$ cat src/rtl/frankie_io_pkg.sv
// Shared widths and typedefs for the Frankie core I/O bridge.
package frankie_io_pkg;
  localparam int unsigned WORD_W        = 16;
  localparam int unsigned IO_FIFO_DEPTH = 4;
  localparam int unsigned PTR_W         = $clog2(IO_FIFO_DEPTH);
  localparam int unsigned CNT_W         = PTR_W + 1;

  typedef logic [PTR_W-1:0] ptr_t;
  typedef logic [CNT_W-1:0] cnt_t;
endpackage

$ cat src/rtl/frankie_io_bridge_if.sv
// Handshake and core-port bundle of the I/O bridge; counts are exported for observation.
interface frankie_io_bridge_if
  import frankie_io_pkg::*;
#(
  parameter int unsigned WIDTH = WORD_W
) ();
  logic [WIDTH-1:0] ext_in_data;
  logic             ext_in_valid;
  logic             ext_in_ready;
  logic [WIDTH-1:0] io_in;
  logic             io_in_avail;
  logic             io_rd;
  logic [WIDTH-1:0] io_out;
  logic             io_wr;
  logic             io_out_full;
  logic [WIDTH-1:0] ext_out_data;
  logic             ext_out_valid;
  logic             ext_out_ready;
  logic             err_ovf;
  logic             err_udf;
  cnt_t             in_count;
  cnt_t             out_count;

  modport master (
    output ext_in_data, ext_in_valid, io_rd, io_out, io_wr, ext_out_ready,
    input  ext_in_ready, io_in, io_in_avail, io_out_full, ext_out_data, ext_out_valid,
    input  err_ovf, err_udf, in_count, out_count
  );

  modport slave (
    input  ext_in_data, ext_in_valid, io_rd, io_out, io_wr, ext_out_ready,
    output ext_in_ready, io_in, io_in_avail, io_out_full, ext_out_data, ext_out_valid,
    output err_ovf, err_udf, in_count, out_count
  );
endinterface

$ cat src/rtl/frankie_io_fifo.sv
// Circular FIFO with registered count; head reads 0 whenever the FIFO is empty.
module frankie_io_fifo #(
  parameter int unsigned WIDTH = 16,
  parameter int unsigned DEPTH = 4
) (
  input  logic                     clock,
  input  logic                     reset,
  input  logic                     push,
  input  logic                     pop,
  input  logic [WIDTH-1:0]         wdata,
  output logic                     empty,
  output logic                     full,
  output logic [WIDTH-1:0]         head,
  output logic [$clog2(DEPTH):0]   count
);
  localparam int unsigned PTR_W = $clog2(DEPTH);
  localparam int unsigned CNT_W = PTR_W + 1;

  logic [WIDTH-1:0] mem_q [DEPTH];
  logic [WIDTH-1:0] mem_d [DEPTH];
  logic [PTR_W-1:0] wr_ptr_q, wr_ptr_d, rd_ptr_q, rd_ptr_d;
  logic [CNT_W-1:0] count_q, count_d;
  logic             do_push, do_pop;

  assign empty   = (count_q == '0);
  assign full    = (count_q == CNT_W'(DEPTH));
  assign head    = empty ? '0 : mem_q[rd_ptr_q];
  assign count   = count_q;
  assign do_push = push & ~full;
  assign do_pop  = pop & ~empty;

  // Pointers wrap naturally because DEPTH is a power of two.
  always_comb begin
    mem_d    = mem_q;
    wr_ptr_d = wr_ptr_q;
    rd_ptr_d = rd_ptr_q;
    count_d  = count_q;
    if (do_push) begin
      mem_d[wr_ptr_q] = wdata;
      wr_ptr_d        = wr_ptr_q + PTR_W'(1);
    end
    if (do_pop) begin
      rd_ptr_d = rd_ptr_q + PTR_W'(1);
    end
    case ({do_push, do_pop})
      2'b10:   count_d = count_q + CNT_W'(1);
      2'b01:   count_d = count_q - CNT_W'(1);
      default: count_d = count_q;
    endcase
  end

  always_ff @(posedge clock or negedge reset) begin
    if (!reset) begin
      wr_ptr_q <= '0;
      rd_ptr_q <= '0;
      count_q  <= '0;
    end else begin
      wr_ptr_q <= wr_ptr_d;
      rd_ptr_q <= rd_ptr_d;
      count_q  <= count_d;
    end
  end

  // Storage needs no reset: head is masked while empty.
  always_ff @(posedge clock) begin
    mem_q <= mem_d;
  end
endmodule

$ cat src/rtl/frankie_io_bridge.sv
// Buffered bridge between the Frankie core I/O port and external valid/ready streams.
module frankie_io_bridge
  import frankie_io_pkg::*;
#(
  parameter int unsigned WIDTH = WORD_W,
  parameter int unsigned DEPTH = IO_FIFO_DEPTH
) (
  input  logic                clock,
  input  logic                reset,
  frankie_io_bridge_if.slave  bus
);
  logic in_push, in_pop, in_empty, in_full;
  logic out_push, out_pop, out_empty, out_full;
  logic err_ovf_q, err_ovf_d, err_udf_q, err_udf_d;

  // Ready is held low during reset so no handshake completes on a reset edge.
  assign bus.ext_in_ready  = ~in_full & reset;
  assign in_push           = bus.ext_in_valid & bus.ext_in_ready;
  assign in_pop            = bus.io_rd & ~in_empty;
  assign out_push          = bus.io_wr & ~out_full;
  assign out_pop           = ~out_empty & bus.ext_out_ready;

  assign bus.io_in_avail   = ~in_empty;
  assign bus.io_out_full   = out_full;
  assign bus.ext_out_valid = ~out_empty;
  assign bus.err_ovf       = err_ovf_q;
  assign bus.err_udf       = err_udf_q;

  frankie_io_fifo #(.WIDTH(WIDTH), .DEPTH(DEPTH)) u_in_fifo (
    .clock (clock),
    .reset (reset),
    .push  (in_push),
    .pop   (in_pop),
    .wdata (bus.ext_in_data),
    .empty (in_empty),
    .full  (in_full),
    .head  (bus.io_in),
    .count (bus.in_count)
  );

  frankie_io_fifo #(.WIDTH(WIDTH), .DEPTH(DEPTH)) u_out_fifo (
    .clock (clock),
    .reset (reset),
    .push  (out_push),
    .pop   (out_pop),
    .wdata (bus.io_out),
    .empty (out_empty),
    .full  (out_full),
    .head  (bus.ext_out_data),
    .count (bus.out_count)
  );

  // Sticky error flags, cleared only by reset.
  always_comb begin
    err_ovf_d = err_ovf_q | (bus.io_wr & out_full);
    err_udf_d = err_udf_q | (bus.io_rd & in_empty);
  end

  always_ff @(posedge clock or negedge reset) begin
    if (!reset) begin
      err_ovf_q <= 1'b0;
      err_udf_q <= 1'b0;
    end else begin
      err_ovf_q <= err_ovf_d;
      err_udf_q <= err_udf_d;
    end
  end
endmodule

$ cat src/flat_wrapper.sv
// flat-port wrapper written by rule: the top's interface ports become plain ports
module frankie_io_bridge_flat import frankie_io_pkg::*;
#(
  parameter int unsigned WIDTH = WORD_W,
  parameter int unsigned DEPTH = IO_FIFO_DEPTH
)
  (clock, reset, bus_ext_in_data, bus_ext_in_valid, bus_io_rd, bus_io_out, bus_io_wr, bus_ext_out_ready, bus_ext_in_ready, bus_io_in, bus_io_in_avail, bus_io_out_full, bus_ext_out_data, bus_ext_out_valid, bus_err_ovf, bus_err_udf, bus_in_count, bus_out_count);
  frankie_io_bridge_if #(.WIDTH(WIDTH)) bus_i ();
  input  logic clock;
  input  logic reset;
  input wire logic [$bits(bus_i.ext_in_data)-1:0] bus_ext_in_data;
  input wire logic [$bits(bus_i.ext_in_valid)-1:0] bus_ext_in_valid;
  input wire logic [$bits(bus_i.io_rd)-1:0] bus_io_rd;
  input wire logic [$bits(bus_i.io_out)-1:0] bus_io_out;
  input wire logic [$bits(bus_i.io_wr)-1:0] bus_io_wr;
  input wire logic [$bits(bus_i.ext_out_ready)-1:0] bus_ext_out_ready;
  output wire logic [$bits(bus_i.ext_in_ready)-1:0] bus_ext_in_ready;
  output wire logic [$bits(bus_i.io_in)-1:0] bus_io_in;
  output wire logic [$bits(bus_i.io_in_avail)-1:0] bus_io_in_avail;
  output wire logic [$bits(bus_i.io_out_full)-1:0] bus_io_out_full;
  output wire logic [$bits(bus_i.ext_out_data)-1:0] bus_ext_out_data;
  output wire logic [$bits(bus_i.ext_out_valid)-1:0] bus_ext_out_valid;
  output wire logic [$bits(bus_i.err_ovf)-1:0] bus_err_ovf;
  output wire logic [$bits(bus_i.err_udf)-1:0] bus_err_udf;
  output wire logic [$bits(bus_i.in_count)-1:0] bus_in_count;
  output wire logic [$bits(bus_i.out_count)-1:0] bus_out_count;
  assign bus_i.ext_in_data = bus_ext_in_data;
  assign bus_i.ext_in_valid = bus_ext_in_valid;
  assign bus_i.io_rd = bus_io_rd;
  assign bus_i.io_out = bus_io_out;
  assign bus_i.io_wr = bus_io_wr;
  assign bus_i.ext_out_ready = bus_ext_out_ready;
  assign bus_ext_in_ready = bus_i.ext_in_ready;
  assign bus_io_in = bus_i.io_in;
  assign bus_io_in_avail = bus_i.io_in_avail;
  assign bus_io_out_full = bus_i.io_out_full;
  assign bus_ext_out_data = bus_i.ext_out_data;
  assign bus_ext_out_valid = bus_i.ext_out_valid;
  assign bus_err_ovf = bus_i.err_ovf;
  assign bus_err_udf = bus_i.err_udf;
  assign bus_in_count = bus_i.in_count;
  assign bus_out_count = bus_i.out_count;
  frankie_io_bridge #(.WIDTH(WIDTH), .DEPTH(DEPTH)) u_core (.clock(clock), .reset(reset), .bus(bus_i));
endmodule
$ cat config.mk
export PLATFORM = sky130hd
export DESIGN_NAME = frankie_io_bridge_flat
export DESIGN_NICKNAME = d
export VERILOG_FILES = /design/src/rtl/frankie_io_pkg.sv /design/src/rtl/frankie_io_bridge_if.sv /design/src/rtl/frankie_io_fifo.sv /design/src/rtl/frankie_io_bridge.sv /design/src/flat_wrapper.sv
export SDC_FILE = /design/constraint.sdc
export NUM_CORES = 1
export LEC_CHECK = 0
export CORE_MARGIN = 2
export CORE_UTILIZATION = 40
export DETAILED_ROUTE_END_ITERATION = 8
export SYNTH_ARGS = -nofsm -noshare
export SYNTH_HDL_FRONTEND = slang
export SYNTH_SLANG_ARGS = --single-unit
export TNS_END_PERCENT = 5
$ cat constraint.sdc
create_clock -name clock -period 2.5 [get_ports clock]
set_input_delay 0.5 -clock clock [delete_from_list [all_inputs] [get_ports clock]]
set_output_delay 0.5 -clock clock [all_outputs]
set_load 0.01 [all_outputs]
# [Yosys cells after proc, flatten, opt, wreduce, memory -nomap -nowiden]
# Index checks and enable logic that the tools add are counted.
[word_totals] inputBits=38 regBits=144 mem_bits_ro=0 mem_count=0 out_inout_bits=44 ram_bits=0 latchBits=0 wordCells=79
[op_classes] div_mod_pow=0 muxes=16 eq_ne=6 reduce_logical=6 n_shift=0 n_mul=0 bitwise=21 add_sub_neg=8 order_cmp=6
[op_table] operator="64-bit bitwise mux" n=2
[op_table] operator="16-bit 2-to-1 mux" n=8
[op_table] operator="16-bit binary-select mux with 2-bit select" n=2
[op_table] operator="16-bit demux with 2-bit select" n=2
[op_table] operator="3-bit greater-or-equal comparator (second input constant)" n=4
[op_table] operator="2-bit NOT with 3-bit output" n=4
[op_table] operator="3-bit case mux with 2 select lines" n=2
[op_table] operator="1-bit AND" n=11
[op_table] operator="2-bit by 1-bit adder with 2-bit output (second input constant)" n=4
[op_table] operator="3-bit by 1-bit adder with 3-bit output (second input constant)" n=2
[op_table] operator="3-bit == test (second input constant)" n=2
[op_table] operator="3-bit logical NOT" n=2
[op_table] operator="3-bit by 1-bit less-than comparator with 1-bit output (second input constant)" n=2
[op_table] operator="3-bit by 1-bit subtractor with 3-bit output (second input constant)" n=2
[op_table] operator="2-bit by 1-bit == test with 1-bit output (second input constant)" n=2
[op_table] operator="2-bit == test (second input constant)" n=2
[op_table] operator="1-bit NOT" n=4
[op_table] operator="2-bit nonzero test" n=2
[op_table] operator="1-bit logical AND" n=2
[op_table] operator="1-bit OR" n=2

# [Logic depth before layout (Yosys ltp)]
# Gate-level depths: netlist (run 1).
[logic_depth] ltp_word=7 depth_mapped=9 mapped_depth_nobuf=9

# [Modules after synthesis]
# A second synthesis (run 1) with hierarchy kept.
[hier_totals] hier_cells=289 hier_area_um2=6017.0
[modules_own_cells] module="frankie_io_fifo" n_inst=2 area_per_inst_um2=2955.3 seq_area_each_um2=2097.0 cells_per_inst=139
[modules_own_cells] module="frankie_io_bridge" n_inst=1 area_per_inst_um2=106.4 seq_area_each_um2=50.0 cells_per_inst=11

# [Least setup slack after synthesis (run 1)]
# Ideal clock, no wire load.
[synth_path] path_type="register to register" startpoint="register u_core.u_out_fifo.count_q[1], in the netlist u_core.u_out_fifo.count[1]" endpoint="register u_core.u_out_fifo.count_q[2], in the netlist u_core.u_out_fifo.count[2]" setup_ps=79 path_buffers=0 required_time_ps=2421 slack_ps=473 t_arrival_ps=1948 stages_incl_launch_ff=10 synth_period_minus_slack_ps=2027 path_cell_list="dfrtp_1 -> nor3b_2 -> nor2b_1 -> inv_1 -> ha_1 -> inv_1 -> fa_1 -> xor2_1 -> nor2_1 -> xor2_1"
[synth_between] elab_chain_len=6 word_cells_on_any_way=14 classes_between="add/sub: 2; eq/ne: 3; mux: 1; bitwise: 6; reduce/logical: 2"
[synth_lines] item="start, declared" line="frankie_io_fifo.sv:22" rtl="logic [CNT_W-1:0] count_q, count_d;"
[synth_lines] item="start signal, assigned" line="frankie_io_fifo.sv:60" rtl="count_q <= count_d;"
[synth_lines] item="3-bit == test *" line="frankie_io_fifo.sv:26" rtl="assign full = (count_q == CNT_W'(DEPTH));"
[synth_lines] item="net bus_io_out_full" line="flat_wrapper.sv:20" rtl="output wire logic [$bits(bus_i.io_out_full)-1:0] bus_io_out_full;"
[synth_lines] item="1-bit NOT *" line="frankie_io_fifo.sv:29, frankie_io_bridge.sv:20"
[synth_lines] item="1-bit AND" line="frankie_io_bridge.sv:20" rtl="assign out_push = bus.io_wr & ~out_full;"
[synth_lines] item="1-bit AND *" line="frankie_io_fifo.sv:29" rtl="assign do_push = push & ~full;"
[synth_lines] item="2-bit by 1-bit == test with 1-bit output / 2-bit == test (equally long branches)" line="frankie_io_fifo.sv:45" rtl="case ({do_push, do_pop})"
[synth_lines] item="3-bit case mux with 2 select lines / 2-bit nonzero test (equally long branches)"
# The timed path passes the listed nets; every way through them passes the cells marked *.
# A chain may end at the register's enable or synchronous reset.

# [Final worst setup path (run 1)]
[layout_path] startpoint="register u_core.u_out_fifo.rd_ptr_q[0]" endpoint="output port bus_ext_out_data[4]"
[layout_between] elab_chain_len=5
[layout_lines] item="start, declared" line="frankie_io_fifo.sv:21" rtl="logic [PTR_W-1:0] wr_ptr_q, wr_ptr_d, rd_ptr_q, rd_ptr_d;"
[layout_lines] item="start signal, assigned" line="frankie_io_fifo.sv:59" rtl="rd_ptr_q <= rd_ptr_d;"
[layout_lines] item="2-bit NOT with 3-bit output (implied by the code)" line="frankie_io_fifo.sv:27" rtl="assign head = empty ? '0 : mem_q[rd_ptr_q];"
[layout_lines] item="16-bit binary-select mux with 2-bit select" line="frankie_io_fifo.sv:27"
[layout_lines] item="16-bit 2-to-1 mux (implied by the code) (2 in series)" line="frankie_io_fifo.sv:27"
[layout_lines] item="16-bit 2-to-1 mux" line="frankie_io_fifo.sv:27"
[layout_lines] item="end, declared" line="flat_wrapper.sv:21" rtl="output wire logic [$bits(bus_i.ext_out_data)-1:0] bus_ext_out_data;"
# Every way passes these cells. The select of a mux whose other input is x is not followed.

==> impl_results.md, run 1 <==
- Boundary pin count: 82
- Pre-CTS setup slack: 0.1246 ns
- Routed length per placed instance: 17.61 um
- Grt ovf: 0
- Top-area cell type share of the netlist area: 65.88%
- Min cycle time layout: 2.484 ns
- Cell Area, Placed: 7013 sq um
- Setup crit end kind: output port
- Mean Syn Cell Area: 20.40 sq um
- Synthesized netlist cell count: roughly 290
- # nets final: 455
- Setup TNS: 0 ns
- Fin Clk Skew: between 0.004 and 0.005 ns
- Via count of the first global-routing pass: 3094
- Fin crit share: 99.37%
- Worst path slowest cell: mux4_1
- Maximum clock insertion buffer count: 2
- CTS buffer count: 17
- Worst skew pair latency: 0.42 ns
- Worst Path Arrival: 1.98 ns
- Worst setup path class: flop to output port
- FMAX: 402.5 MHz
- Placement row count: 44
- HPWL reported at the end of detailed placement: 6409 um
- Final worst setup slack: 0.01583 ns
- Maxcap violations: 0
- Critical path, cell by cell: buf_6 -> buf_16 -> mux4_1 -> and2_1 -> dlygate4sd2_1
- Ys Warns: 0
- Cell taking the most area after synthesis: edfxtp_1
- Largest delay share family, worst path: multiplexers
- Port Buffers: 81
- Filler Cell Count: 1174
- DR vias/cell: 4.859
- CP Launch Type: flop
- DRT Pass-1 Iters: 4
- DRC: 0
- Outcome: completed
- TritonCTS clock tree: yes
- Distinct cell type count after synthesis: 28
- DR vias: 2925
- Fin util: 53.04%
- DR iter-0 viols: around 130
- Fin. max-slew vios: 0
- Gr usage total: 14.33%
- Die Width: 124.8 um
- Largest net degree at the start of global routing: 21
- Max rail drop VDD: 0.7885 mV
- Initial Utilization: between 40 and 50%
- RSZ-0062 raised after global routing: true
- Fin. Hold Viols: 0
- Post-synthesis sequential area ratio: 72.74%
- Final setup fails: 0
- Die Ht: 124.8 um
- Leak: 2.739 nW
- Tightest Hold Check Type: flop to flop
- Die Area: 15570 sq um
- Largest cells by area after synthesis: edfxtp_1, mux4_1, dfrtp_1
- Number of diodes: 0
- Pwr dens: ~1200 nW/um^2
- Register bit total from synthesis: roughly 140
- Layout Cells excl Fill: 602
- Worst stage delay on the critical path: 0.52 ns
- First-pass GRT wire length: between 15000 and 20000 um
- Sequential Area: roughly 4200 sq um
- Root Driver: clkbuf_16
- Maximum fanout along the worst path: 7
- Antenna violations before repair: 0
- Power Total: between 9 and 10 mW
- Placed cell count: 559
- Fraction of layout instances using a drive strength above 1: 29.19%
- Reg clk slew, reported paths: roughly 0.060 ns
- Multi-input combinational cell area: 1403 sq um
- DRT antenna net count: 0
- Worst slew pin tran: roughly 0.27 ns
- GP Congestion: 0.6626
- Core ar.: 14370 sq um
- Post-Synthesis Cell Area: slightly below 6000 sq um
- Area grow syn2layout: 30.62%
- Clock sinks: around 140
- Hold WS: 0.4541 ns
- CP required: 2.00 ns
- Buf+Inv Stages, Crit Path: 3
- Post-Route WL: 10600 um
- Htree depth: 4
- Rel. slew slack: 82.31%
- Mapped Nets: 336
- Finished layout cell area: roughly 7600 sq um
-- power by group --
| group | switching (mW) | internal, mW |
|---|---|---|
| logic | 1.51 | 1.91 |
| registers | 0.185 | 3.11 |
| clock network | 0.973 | 1.48 |
-- routing by layer --
metal,track usage [%],share of wire (%),vias to the layer above
li1,-,-,1347
met1,18.03,45,1494
met2,22.95,49,70
met3,5.112,4.6,14
met4,5.354,1.4,0
met5,0,0,-
-- path summary, 6_finish.rpt --
path / endpoint / start / depth (start not counted) / slack (ns)
max: bus_ext_out_data[4] / u_core.u_out_fifo.rd_ptr_q[0] / 5 / 0.02
min: u_core.bus.err_ovf / u_core.bus.err_ovf / 1 / 0.45
max reg2reg: u_core.u_out_fifo.count[2] / u_core.u_out_fifo.count[0] / 9 / 0.37
min reg2reg: u_core.bus.err_ovf / u_core.bus.err_ovf / 1 / 0.45
max in group asynchronous: u_core.u_out_fifo.rd_ptr_q[0] / reset / 2 / 1.73
min in group asynchronous: u_core.u_out_fifo.count[1] / reset / 2 / 0.57
-- final cells by class --
type	instances	area share (%)
sequential	144	55.72
multi-input combinational	117	18.40
timing repair buffer	112	14.53
clock buffer	17	5.582
tap	184	3.021
clock inverter	15	2.101
inverter	13	0.6403
-- state kept, by name, indices dropped and copies added, names as in the netlist --
register / flops
u_core.u_out_fifo.rd_ptr_q: 2
u_core.u_out_fifo.wr_ptr_q: 2
u_core.u_out_fifo.count: 3
u_core.bus.err_udf: 1
u_core.u_out_fifo.mem_q: 64
u_core.bus.err_ovf: 1
u_core.u_in_fifo.count: 3
u_core.u_in_fifo.mem_q: 64
u_core.u_in_fifo.wr_ptr_q: 2
u_core.u_in_fifo.rd_ptr_q: 2
-- what timing repair did --
item / in CTS / in global routing
setup buffers: 7 / 2
hold buffers: 0 / 0
cloned: 2 / 0
gates resized for setup: 67 / 51
setup endpoints to repair: 32 / 31
-- synth_stat cells --
cell	n
and2_1	41
a21boi_0	1
nor2b_1	1
ha_1	10
or3_1	2
nor3b_2	1
clkbuf_1	2
nand2_1	2
edfxtp_1	128
nor2_1	3
buf_2	6
o21bai_1	1
mux2_2	2
a21oi_1	1
xnor2_1	6
fa_1	2
mux4_2	16
mux2i_1	1
buf_12	2
nand3_1	2
mux4_1	16
xor2_1	6
a21o_1	1
buf_6	2
and2_4	1
dfrtp_1	16
inv_1	13
o21ai_0	1
-- cells by family (layout without fill, tap and decap cells) --
| family | count (synthesis) | after routing | synth area share (%) |
|---|---|---|---|
| buffers and inverters | 25 | 157 | 2.552 |
| DFF | 144 | 144 | 72.74 |
| muxes | 35 | 35 | 13.94 |
| AOI/OAI and AO/OA | 5 | 5 | 0.5576 |
| xor gates and xnor gates | 12 | 12 | 1.801 |
| adders and majority gates | 12 | 12 | 2.831 |
| and+or+nand+nor | 53 | 53 | 5.576 |
-- cells in the final DEF, fill, tap and decap left out, types with 3 or more instances in the layout --
| cell type | instances |
|---|---|
| edfxtp_1 | 128 |
| clkdlybuf4s50_1 | 48 |
| and2_1 | 37 |
| mux4_2 | 29 |
| clkbuf_16 | 18 |
| buf_4 | 17 |
| dfrtp_1 | 14 |
| inv_1 | 13 |
| clkbuf_2 | 12 |
| ha_1 | 10 |
| clkdlybuf4s15_1 | 9 |
| buf_12 | 8 |
| buf_2 | 7 |
| xnor2_1 | 6 |
| xor2_1 | 6 |
| and2_4 | 5 |
| clkinv_4 | 4 |
| nor2_1 | 3 |
| mux4_1 | 3 |
| clkinvlp_4 | 3 |
| buf_6 | 3 |
Power figures use the tool's default switching activity.
==> run 2: changes to the inputs <==
--- a/config.mk
+++ b/config.mk
@@ -6,9 +6,10 @@
 export NUM_CORES = 1
 export LEC_CHECK = 0
 export CORE_MARGIN = 2
-export CORE_UTILIZATION = 40
+export CORE_UTILIZATION = 35
 export DETAILED_ROUTE_END_ITERATION = 8
 export SYNTH_ARGS = -nofsm -noshare
 export SYNTH_HDL_FRONTEND = slang
+export SYNTH_HIERARCHICAL = 1
 export SYNTH_SLANG_ARGS = --single-unit
 export TNS_END_PERCENT = 5
==> run 2 against run 1 <==
  * Synthesized area is 3.1% higher
  * Global-route usage down 1.4 points
  * Clock-buffer cell count unchanged
  * Synthesized cell count grew 1.0%
  * Critical path depth stayed put
  * Sequential share of layout area shrank 2.2 points
  * Critical endpoint is now bus_io_in[13]
  * Combinational power increased by 7.0%
  * Final area up 4.1%
  * Sequential power grew 2%
==> impl_results.md, run 2 <==
- Outcome: completed (unchanged)
- DR vias/cell: 4.629 (was 4.859)
- Most Crowded Layer GR: met2 (unchanged)
- Most common cell in the synthesized netlist: edfxtp_1 (unchanged)
- Distinct cell type count after synthesis: 25 (was 28)
- Port Buffers: 81 (unchanged)
- RSZ-0062 raised after global routing: true (unchanged)
- Final worst setup slack: 0.01802 ns (was 0.01583 ns)
- Hold WS: 0.4758 ns (was 0.4541 ns)
- Die Ht: 135.1 um (was 124.8 um)
- Post-synth top cells: edfxtp_1, nor2b_1 (was edfxtp_1, and2_1, dfrtp_1, mux4_1, mux4_2)
- FMAX: 402.9 MHz (was 402.5 MHz)
- Pwr dens: 1205 nW/um^2 (was 1202 nW/um^2)
- Clock sinks: 144 (unchanged)
- Final setup fails: 0 (unchanged)
- Largest cells by area after synthesis: edfxtp_1, mux4_1, dfrtp_1 (unchanged)
- Worst skew pair latency: 0.41 ns (was 0.42 ns)
- CP Launch Type: flop (unchanged)
- Tightest Hold Check Type: flop to flop (unchanged)
- Placement row count: 47 (was 44)
- Htree depth: 4 (unchanged)
- Mean Syn Cell Area: 20.82 sq um (was 20.40 sq um)
- Post-Route WL: 10940 um (was 10600 um)
- Rel. slew slack: 81.03% (was 82.31%)
- Via count of the first global-routing pass: 3184 (was 3094)
- Synthesized netlist cell count: 289 (was 286)
- Post-synthesis sequential area ratio: 70.53% (was 72.74%)
- Layout Cells excl Fill: 638 (was 602)
- Fin Clk Skew: 0.007480 ns (was 0.004781 ns)
- Worst reg2reg path endpoint: u_core/u_in_fifo/count[2] (was u_core.u_out_fifo.count[2])
- EDFF count, synth: 128 (unchanged)
- HP Start: u_core/bus.err_ovf (was u_core.bus.err_ovf)
- Setup TNS: 0 ns (unchanged)
- Fin. max-slew vios: 0 (unchanged)
- DRT antenna net count: 0 (unchanged)
- Core ar.: 16700 sq um (was 14370 sq um)
- Hold EP: u_core/bus.err_ovf (was u_core.bus.err_ovf)
- Die Width: 135.1 um (was 124.8 um)
- Die Area: 18260 sq um (was 15570 sq um)
- Worst slew pin tran: 0.2834 ns (was 0.2653 ns)
- Met1 Use GR: 16.89% (was 18.03%)
- Placed cell count: 602 (was 559)
- Fin crit share: 99.28% (was 99.37%)
- Min cycle time layout: 2.482 ns (was 2.484 ns)
- Finished layout cell area: 7931 sq um (was 7621 sq um)
- Ys Warns: 6 (was 0)
- Initial Utilization: 36.03% (was 40.60%)
- Most common cell after layout, fill and taps aside: edfxtp_1 (unchanged)
- DRC: 0 (unchanged)
- Maximum fanout along the worst path: 7 (unchanged)
- Worst path slowest cell: mux4_1 (unchanged)
- Reg clk slew, reported paths: 0.06 ns (about the same)
- Top-area cell type share of the netlist area: 63.88% (was 65.88%)
- Worst R2R Start: u_core/u_in_fifo/count[0] (was u_core.u_out_fifo.count[0])
- TritonCTS clock tree: yes (unchanged)
- Top flop regs: u_core/u_in_fifo/mem_q: 64 flops, u_core/u_out_fifo/mem_q: 64 flops (was u_core.u_in_fifo.mem_q: 64 flops, u_core.u_out_fifo.mem_q: 64 flops)
- Antenna violations before repair: 1 (was 0)
- HPWL reported at the end of detailed placement: 6888 um (was 6409 um)
- Gr usage total: 12.98% (was 14.33%)
- Critical Path Most Common Cell: buf_12
- DR iter-0 viols: 127 (was 133)
- Async SR Flop Fraction: 11.11% (unchanged)
- Grt ovf: 0 (unchanged)
- Fin. Hold Viols: 0 (unchanged)
- Filler Cell Count: 1405 (was 1174)
- Hold path cells: 1 (unchanged)
- Top FF cell, synth: edfxtp_1 (unchanged)
- Setup crit end kind: output port (unchanged)
- Mapped Nets: 339 (was 336)
- GR Layer Usage met2: 20.36% (was 22.95%)
- CP required: 2.00 ns (about the same)
- DR vias: 2953 (was 2925)
- Routed length per placed instance: 17.14 um (was 17.61 um)
- Cell taking the most area after synthesis: edfxtp_1 (unchanged)
- Root Driver: clkbuf_16 (unchanged)
- Met3 Use GR: 4.092% (was 5.112%)
- Critical path, cell by cell: buf_12 -> buf_12 -> mux4_1 -> nor2b_1 -> clkdlybuf4s15_1 (was buf_6 -> buf_16 -> mux4_1 -> and2_1 -> dlygate4sd2_1)
- Max rail drop VDD: 0.4833 mV (was 0.7885 mV)
- GP Congestion: 0.6575 (was 0.6626)
- Cell Area, Placed: 7296 sq um (was 7013 sq um)
- Commonest cells after routing, fill and taps aside: edfxtp_1, clkdlybuf4s50_1, nor2b_1 (was edfxtp_1, clkdlybuf4s50_1, and2_1)
- Area grow syn2layout: 31.82% (was 30.62%)
- Worst stage delay on the critical path: 0.55 ns (was 0.52 ns)
- Register bit total from synthesis: 144 (unchanged)
- Leak: 2.902 nW (was 2.739 nW)
- Maxcap violations: 0 (unchanged)
- Worst Path Arrival: 1.98 ns (about the same)
- Number of diodes: 0 (unchanged)
- R2R Setup Slk: 0.33 ns (was 0.37 ns)
- R2R cell count: 10 (was 9)
- First-pass GRT wire length: 17310 um (was 16550 um)
- CTS buffer count: 17 (unchanged)
- Pre-CTS setup slack: -0.04790 ns (was 0.1246 ns)
- Worst setup path class: flop to output port (unchanged)
- Post-Synthesis Cell Area: 6017 sq um (was 5834 sq um)
- Fraction of layout instances using a drive strength above 1: 25.84% (was 29.19%)
- DRT Pass-1 Iters: 4 (unchanged)
- Fin util: 47.49% (was 53.04%)
- Maximum clock insertion buffer count: 2 (unchanged)
- # nets final: 455 (unchanged)
- Largest net degree at the start of global routing: 19 (was 21)
- Power Total: 9.558 mW (was 9.163 mW)
- Boundary pin count: 82 (unchanged)
==> run 2: cell count changes after synthesis, sizes merged, moves of 2 or more <==
cell,change
nor2b,+39
xnor2,-2
xor2,+2
nor3,+2
and2,-34
nand3,-2
or3,-2
clkbuf,-2
==> run 2: what timing repair did <==
item	in CTS	in global routing
gates cloned	2	0
hold buffers	0	0
setup buffers	2	1
gates resized for setup	52	5
endpoints found under the setup margin	33	20
pin swaps	1	0
==> run 2: worst max path at each step <==
stage                                       startpoint                         to  slack, ns  cells after the start
after floorplan              u_core/u_in_fifo/count[0]  u_core/u_in_fifo/count[2]       0.25                     10
after global placement                       bus_io_rd  u_core/u_in_fifo/count[2]      -0.06                      9
after detailed placement                     bus_io_rd  u_core/u_in_fifo/count[2]      -0.05                      9
after CTS                 u_core/u_in_fifo/rd_ptr_q[0]               bus_io_in[6]      -0.09                      5
after global routing      u_core/u_in_fifo/rd_ptr_q[0]               bus_io_in[7]      -0.06                      4
final                     u_core/u_in_fifo/rd_ptr_q[0]              bus_io_in[13]       0.02                      5
==> run 2: kinds of logic after synthesis <==
family                   synth area share, %
AND/OR/NAND/NOR                        8.546
buffers and inverters                  2.495
XOR/XNOR                               1.747
adder cells (fa/ha/maj)                2.745
multiplexers                           13.68
AO/OA/AOI/OAI                         0.2495
flip-flops                             70.53
==> run 2: critical path: cells and delay by family, from the launching register on <==
kind                   cells  cell delay [ns]
muxes                      1             0.55
buffers and inverters      3             0.45
and+or+nand+nor            1             0.16
DFF                        1             0.39
==> run 2: power by group <==
part	leakage (nW)	total [mW]	switching [mW]	internal, mW
sequential	1.35	3.35	0.228	3.12
combinational	1.27	3.66	1.61	2.05
clock	0.282	2.55	0.970	1.58
==> run 2: cell type report <==
type	instances	area (sq um)	share of cell area [%]
Sequential cell	144	4247	53.54
Tap cell	220	275.3	3.471
Clock buffer	17	425.4	5.364
Multi-Input combinational cell	121	1612	20.32
Inverter	14	52.55	0.6626
Clock inverter	15	185.2	2.335
Timing Repair Buffer	107	1135	14.31
==> run 2: metal layers <==
metal  share of wire (%)  routed length, um
met1                  45               4936
met2                  50               5422
met3                 3.8                421
met4                 1.4                157
met5                   0                  0
